**src/rtl/button_plant_3x4_emulator.sv**
```systemverilog
// Keypad-side model of a 3x4 key matrix: presses one commanded key for a programmed time, then releases it for a fixed gap.
// Define BUTTON_PLANT_BOUNCE_EN to emulate contact bounce at the start of each press and each release.
module button_plant_3x4_emulator #(
    parameter int HOLD_W        = 16,
    parameter int GAP_CYCLES    = 64,
    parameter int BOUNCE_CYCLES = 16
) (
    input  logic              aclk,
    input  logic              areset,
    input  logic              I_BUTTON_COL_0,
    input  logic              I_BUTTON_COL_1,
    input  logic              I_BUTTON_COL_2,
    output logic              O_BUTTON_ROW_0,
    output logic              O_BUTTON_ROW_1,
    output logic              O_BUTTON_ROW_2,
    output logic              O_BUTTON_ROW_3,
    input  logic              i_cmd_valid,
    output logic              o_cmd_ready,
    input  logic [3:0]        i_cmd_key,
    input  logic [HOLD_W-1:0] i_cmd_hold,
    output logic              o_busy,
    output logic              o_done,
    output logic              o_err
);

    localparam int GAP_W = $clog2(GAP_CYCLES + 1);

    typedef enum logic [1:0] {
        IDLE,
        PRESS,
        GAP
    } state_t;

    state_t            state, state_next;
    logic [2:0]        col_meta, col_sync;
    logic [3:0]        key_q;
    logic [HOLD_W-1:0] hold_cnt;
    logic [GAP_W-1:0]  gap_cnt;
    logic [3:0]        row_q, row_next;
    logic [1:0]        key_row, key_col;
    logic              col_hit;
    logic              pressed_eff;
    logic              transfer, key_bad;

    assign transfer = i_cmd_valid && o_cmd_ready;
    assign key_bad  = (i_cmd_key > 4'd11);

    always_comb begin
        // NOTE: every always_comb output gets a default first so no path can infer a latch.
        state_next = state;
        case (state)
            IDLE:    if (transfer && !key_bad) state_next = PRESS;
            PRESS:   if (hold_cnt <= HOLD_W'(1)) state_next = GAP;
            GAP:     if (gap_cnt <= GAP_W'(1)) state_next = IDLE;
            default: state_next = IDLE;
        endcase
    end

    // Key k sits at row k/3, column k%3.
    always_comb begin
        key_row = 2'd0;
        key_col = 2'd0;
        case (key_q)
            4'd0, 4'd1, 4'd2:   key_row = 2'd0;
            4'd3, 4'd4, 4'd5:   key_row = 2'd1;
            4'd6, 4'd7, 4'd8:   key_row = 2'd2;
            4'd9, 4'd10, 4'd11: key_row = 2'd3;
            default:            key_row = 2'd0;
        endcase
        case (key_q)
            4'd1, 4'd4, 4'd7, 4'd10: key_col = 2'd1;
            4'd2, 4'd5, 4'd8, 4'd11: key_col = 2'd2;
            default:                 key_col = 2'd0;
        endcase
    end

    always_comb begin
        col_hit = 1'b0;
        case (key_col)
            2'd0:    col_hit = !col_sync[0];
            2'd1:    col_hit = !col_sync[1];
            2'd2:    col_hit = !col_sync[2];
            default: col_hit = 1'b0;
        endcase
        row_next = 4'hF;
        if (pressed_eff && col_hit) row_next[key_row] = 1'b0;
    end

`ifdef BUTTON_PLANT_BOUNCE_EN
    localparam int BOUNCE_W = $clog2(BOUNCE_CYCLES + 1);

    logic [15:0]         lfsr;
    logic [BOUNCE_W-1:0] phase_cnt;
    logic                in_window;

    assign in_window = (state != IDLE) && (phase_cnt < BOUNCE_W'(BOUNCE_CYCLES));

    always_comb begin
        pressed_eff = (state == PRESS);
        if (in_window) pressed_eff = lfsr[0];
    end

    // The LFSR free-runs in every state; the phase counter restarts on each state change.
    always_ff @(posedge aclk) begin
        if (areset) begin
            lfsr      <= 16'hACE1;
            phase_cnt <= '0;
        end else begin
            lfsr <= {lfsr[14:0], lfsr[15] ^ lfsr[13] ^ lfsr[12] ^ lfsr[10]};
            if (state_next != state)
                phase_cnt <= '0;
            else if (phase_cnt < BOUNCE_W'(BOUNCE_CYCLES))
                phase_cnt <= phase_cnt + BOUNCE_W'(1);
        end
    end
`else
    assign pressed_eff = (state == PRESS);
`endif

    always_ff @(posedge aclk) begin
        // NOTE: the synchronizer flops are reset to the released level so no phantom scan appears after reset.
        if (areset) begin
            state    <= IDLE;
            col_meta <= 3'b111;
            col_sync <= 3'b111;
            key_q    <= '0;
            hold_cnt <= '0;
            gap_cnt  <= '0;
            row_q    <= 4'hF;
            o_err    <= 1'b0;
        end else begin
            state    <= state_next;
            col_meta <= {I_BUTTON_COL_2, I_BUTTON_COL_1, I_BUTTON_COL_0};
            col_sync <= col_meta;
            row_q    <= row_next;
            o_err    <= transfer && key_bad;
            case (state)
                IDLE: begin
                    if (transfer && !key_bad) begin
                        key_q    <= i_cmd_key;
                        hold_cnt <= (i_cmd_hold == '0) ? HOLD_W'(1) : i_cmd_hold;
                    end
                end
                PRESS: begin
                    if (hold_cnt <= HOLD_W'(1)) begin
                        hold_cnt <= '0;
                        gap_cnt  <= GAP_W'(GAP_CYCLES);
                    end else begin
                        hold_cnt <= hold_cnt - HOLD_W'(1);
                    end
                end
                GAP: begin
                    if (gap_cnt != '0) gap_cnt <= gap_cnt - GAP_W'(1);
                end
                default: ;
            endcase
        end
    end

    assign o_cmd_ready    = (state == IDLE);
    assign o_busy         = (state != IDLE);
    assign o_done         = (state == GAP) && (gap_cnt == GAP_W'(1));
    assign O_BUTTON_ROW_0 = row_q[0];
    assign O_BUTTON_ROW_1 = row_q[1];
    assign O_BUTTON_ROW_2 = row_q[2];
    assign O_BUTTON_ROW_3 = row_q[3];

endmodule
```
**config.mk**
```make
export PLATFORM = sky130hd
export DESIGN_NAME = button_plant_3x4_emulator
export DESIGN_NICKNAME = d
export VERILOG_FILES = /design/src/rtl/button_plant_3x4_emulator.sv
export SDC_FILE = /design/constraint.sdc
export NUM_CORES = 1
export LEC_CHECK = 0
export BUFFER_PORTS_ARGS = -buffer_cell sky130_fd_sc_hd__buf_2
export CAP_MARGIN = 30
export CORE_MARGIN = 2
export CORE_UTILIZATION = 45
export CTS_CLUSTER_DIAMETER = 100
export DETAILED_ROUTE_END_ITERATION = 6
export PLACE_DENSITY = 0.65
export SKIP_LAST_GASP = 1
export SLEW_MARGIN = 10
export SYNTH_ARGS = -nofsm -noshare
export SYNTH_HDL_FRONTEND = slang
export SYNTH_SLANG_ARGS = --single-unit
```
**constraint.sdc**
```tcl
create_clock -name aclk -period 6.3 [get_ports aclk]
set_clock_uncertainty 0.05 [all_clocks]
set_input_delay 1.89 -clock aclk [delete_from_list [all_inputs] [get_ports aclk]]
set_output_delay 1.89 -clock aclk [all_outputs]
set_load 0.005 [all_outputs]
```
* Word level (Yosys, flattened, before mapping)
Memory sizes are Yosys's and may differ from the RTL's. A register that Yosys moved wholly into a read port is not among the register bits.
Index checks and enable logic that the tools add are counted.
** Cells by class
- Add/subtract/negate cells :: 2
- $mul :: 0
- Div/mod/pow operators :: 0
- $lt $le $gt $ge :: 5
- Equal/unequal tests :: 9
- Shift-type cells :: 0
- Muxes and demuxes :: 18
- Bitwise logic cells :: 2
- Reduce and logical (&&, ||, !) cells :: 22
** Operators with widths (count)
- 16-bit two-way mux :: 3
- 16-bit case mux with 2 select lines :: 1
- 16-bit by 1-bit less-or-equal comparator with 1-bit output, second input constant :: 1
- 16-bit logical NOT :: 1
- 4-bit two-way mux :: 4
- 16-bit by 1-bit subtractor with 16-bit output, second input constant :: 1
- 7-bit two-way mux :: 2
- 7-bit case mux with 2 select lines :: 1
- 7-bit by 1-bit equality test with 1-bit output, second input constant :: 1
- 7-bit by 1-bit less-or-equal comparator with 1-bit output, second input constant :: 1
- 7-bit nonzero test :: 1
- 7-bit by 1-bit subtractor with 7-bit output, second input constant :: 1
- 1-bit logical AND :: 6
- 2-bit two-way mux :: 3
- 2-bit case mux with 3 select lines :: 1
- 3-bit AND reduction :: 2
- 2-bit nonzero test :: 3
- 2-bit by 1-bit equality test with 1-bit output, second input constant :: 2
- 2-bit equality test, second input constant :: 2
- 4-bit greater-than comparator, second input constant :: 1
- 1-bit logical NOT :: 4
- 2-bit logical NOT :: 2
- 2-bit by 1-bit != test with 1-bit output, second input constant :: 2
- 2-bit != test, second input constant :: 2
- 9 further kinds :: 10
** Word-level totals
- Bits in registers :: 40
- Latch bits :: 0
- Bits in writable memories :: 0
- Memory bits (read-only) :: 64
- Input bits :: 26
- Logic and storage cells :: 68
- Memories :: 2
** Memories
- (no name shown) :: words 16, width 2, read ports 1, clocked after Yosys merged registers in 1, write ports 0, RTL line 63 : case (key_q)
- (no name shown) :: words 16, width 2, read ports 1, clocked after Yosys merged registers in 1, write ports 0, RTL line 70 : case (key_q)

* Longest topological paths before layout
- Depth in word-level cells :: 6
- Gate-level depth with buffers :: 8

* Least setup slack after synthesis
No wires, ideal clock.
- Path kind :: input port to flip-flop
- Start point :: input port i_cmd_valid
- End point :: register key_col[0] (netlist name)
- Library setup time :: 133 ps
- Arrival :: 3406 ps
- Data required time :: 6117 ps
- Path slack :: 2711 ps
- Stages :: 6
- Path buffers :: 0
- Cells stage by stage :: or3b_1 a21oi_2 mux2_2 ha_1 mux2i_1 o2bb2ai_1
** On the way
- Word-level cells in the longest chain between the ends :: 5
** RTL lines
- start, declared :: RTL line 17 : input logic i_cmd_valid,
- 1-bit logical AND :: RTL line 45 : assign transfer = i_cmd_valid && o_cmd_ready;
- 1-bit logical AND :: RTL line 139 : if (transfer && !key_bad) begin
- 2-bit AND reduction (no source line)
- 4-bit two-way mux (no source line) (2 in series)
No other way between the ends.
A chain may end at the register's enable or synchronous reset.

* Worst setup path in the final report
- Start point :: register gap_cnt[2]
- End point :: output port o_done
** On the way
- Word-level cells in the longest chain between the ends :: 2
** RTL lines
- start, declared :: RTL line 38 : logic [GAP_W-1:0] gap_cnt;
- start signal, assigned :: RTL line 147 : gap_cnt <= GAP_W'(GAP_CYCLES);
- start signal, assigned :: RTL line 153 : if (gap_cnt != '0) gap_cnt <= gap_cnt - GAP_W'(1);
- 7-bit by 1-bit equality test with 1-bit output :: RTL line 162 : assign o_done = (state == GAP) && (gap_cnt == GAP_W'(1));
- 1-bit logical AND :: RTL line 162
- end, declared :: RTL line 22 : output logic o_done,
No other way between the ends.

==> flow_summary.toml <==
[power]
pwr-share-comb_pct = 24.1
seqPwrFrac_pct = 44.5
cellPowerDensity_nw_per_um2 = 279
switchingPower_mw = 0.232
internal-power_mw = 0.499
p_clk_share_pct = 31.5
ir_drop_mv = 0.146
p_sw_share_pct = 31.8
p_leak_nw = 1.03

[placement]
place_congestion = 0.913
port_buffers = 33
dpl.hpwl_um = 4080

[global_route]
grt_max_degree = 36
grt_first_pass_wirelength_um = 9250
globalRouteOverflowTotal = 0
grt_usage_pct = 21.7
grt_pass1_vias = 1903
antenna_found_initial = 0

[layout]
n_fill_cell = 507
diodes = 0
area_growth_pct = 14.8
layout-drive-gt1-share_pct = 18.5
seq_area_um2 = 881
multi_input_area_um2 = 1310
fin_nets = 341

[timing]
rsz0062_at_grt = "no"
setup_viol = 0
fin_setup_tns_ns = 0
max_freq_ghz = 0.274
hold_viol_final = 0
worst_pin_slew_ns = 0.817
period_needed_ns = 3.65
whs_ns = 0.366
finalCritPeriodShare_pct = 57.9
relSlewSlack_pct = 45.4
slew_viol_final = 0

[synth]
synthCells = 276
synthArstFlopShare_pct = 0
ys_warn_count = 0
synth-seq-cells = 44
syn-num-nets = 310
syn_area_um2 = 2280
synth_flop_cell = "dfxtp_1"
seq_area_frac_synth_pct = 38.6
synth.distinct_cells = 57
synth_edf_count = 0
syn-mean-instance-area_um2 = 8.26

[outcome]
status = "finished clean"

[setup_path]
crit_type = "reg2out"
worst_ep_arrival_time_ns = 1.71
worstPathMaxFanout = 6
r2r_setup_slack_ns = 3.92
cp.required_ns = 4.36
start_kind = "register"
r2r_cells = 7
end_kind = "output pin"
reg2reg_from = "hold_cnt[0]"
rr_endpoint = "hold_cnt[10]"

[clock_network]
numCtsBuffers = 5
clk_latency_ns = 0.30
clock_path_buffers = 2
cts_max_level = 2
cts_root_buf = "clkbuf_8"
cts_setup_buffers = 0
path_clk_slew_ns = 0.08
cts_tree = "done"
cts.sinks = 44
hold_buffers = 0
cts-resized-gates = 0

[floorplan]
num_io_pins = 34
fp.coreArea_um2 = 4820
rows = 25
die_y_um = 75.2
die_w_um = 75.2
initial_core_util_pct = 47.3
dieArea_um2 = 5650

[route]
vias = 2130
drt_iter0_markers = 242
drc = 0
wirelength_um = 5710
vias_per_cell = 5.68
wl_per_cell_um = 15.2
ant_nets = 0
firstDrtPassIters = 4

[min_path]
whs_path_depth = 1
worstHoldStart = "col_meta[1]"
min_to = "col_sync[1]"
hold_path.class = "reg2reg"

[run]
cap_viol_max_count = 0
[power by group through the flow]
stage               registers (mW)  logic (mW)  clock network [mW]
finish                       0.325       0.176               0.230
global route                 0.328       0.196               0.249
CTS                          0.324       0.172               0.237
detailed placement           0.330       0.171                   0
global placement             0.330       0.172                   0
floorplan                    0.323       0.131                   0
[synth_stat cells (2+ instances only)]
cell type,number,area [um^2]
o21ai_0,10,50.1
inv_1,11,41.3
a31oi_1,8,50.1
clkbuf_1,10,37.5
nand2b_1,3,18.8
a32oi_1,3,26.3
ha_1,8,100
mux2i_1,4,40.0
or2_2,6,37.5
or4_1,3,22.5
nor3_1,8,40.0
a21boi_0,2,15.0
nand3_1,8,40.0
nand2_1,26,97.6
o211ai_1,2,15.0
o22ai_1,3,18.8
or3_1,4,25.0
and2_1,2,12.5
a21oi_1,18,90.1
xnor2_1,2,17.5
nor2_1,26,97.6
nand4_1,4,25.0
nor2b_1,5,31.3
nor4b_1,2,17.5
mux2_2,2,22.5
nand3b_1,3,22.5
o2bb2ai_1,2,17.5
a41oi_1,2,17.5
nor4_1,14,87.6
dfxtp_1,44,881
a211oi_1,3,22.5
and3_1,3,18.8
[flip-flops by register name, summed over array words and instances, names as in the netlist]
signal    flops
col_meta      3
col_sync      3
gap_cnt       7
hold_cnt     16
key_col       2
key_q         4
key_row       2
o_err         1
row_q         4
state         2
[how the worst max path moves through the flow]
stage | from | endpoint | slack [ns] | cells past startpoint
after global routing | gap_cnt[2] | o_done | 2.56 | 4
final | gap_cnt[2] | o_done | 2.65 | 4
after detailed placement | i_cmd_valid | key_col[0] | 2.33 | 9
after CTS | gap_cnt[2] | o_done | 2.64 | 4
after global placement | i_cmd_valid | key_col[0] | 2.45 | 9
after floorplan | i_cmd_valid | key_col[0] | 2.71 | 6
[area by class of cell]
cell class                 count  area share (%)
tap                           67            3.20
clock buffer                   6            3.16
multi-input combinational    209            49.9
clock inverter                 2            1.48
sequential                    44            33.7
timing repair buffer          35            6.89
inverter                      12            1.72
[stage by stage]
step           utilization (%)  instances  instance area (um^2)  power [mW]  worst slack [ns]
3_3_place_gp              51.6        366                  2490       0.502              2.45
2_1_floorplan                -        276                  2280       0.454              2.71
3_5_place_dp              51.6        366                  2490       0.502              2.33
4_1_cts                   54.2        374                  2610       0.733              2.64
5_1_grt                   54.3        375                  2620       0.773              2.56
6_report                  54.3        375                  2620       0.731              2.65
[per-layer routing]
layer  up-vias  wire [um]  global-route usage [%]
met5         -          0                       0
met3         7        363                    5.09
met4         0         46                    8.19
met2        67       2570                    31.6
met1       968       2730                    31.2
li1       1088          -                       -
[logic make-up (layout without fill, tap and decap cells)]
logic type / count (synthesis) / in the layout / share of synthesized area [%]
simple gates: 126 / 126 / 30.0
compound gates: 67 / 67 / 19.3
flops: 44 / 44 / 38.6
buf+inv: 23 / 55 / 4.12
fa+ha+maj: 8 / 8 / 4.39
mux: 6 / 6 / 2.74
xor+xnor: 2 / 2 / 0.769
[worst max-delay path, cell delays in order, from the launching register on]
cell	delay, ns
dfxtp_1	0.35
or4_1	0.56
nor2_1	0.21
and3_1	0.18
buf_2	0.10
[layout by cell type (no fill, tap or decap), drive strengths merged, types with 8 or more instances in the layout]
| cell type | instances |
|---|---|
| nand2 | 26 |
| o21ai | 11 |
| dfxtp | 44 |
| ha | 8 |
| nor4 | 14 |
| nor2 | 26 |
| buf | 35 |
| nor3 | 10 |
| inv | 11 |
| a21oi | 19 |
| a31oi | 8 |
| nand3 | 8 |
(Power assumes the default switching activity.)
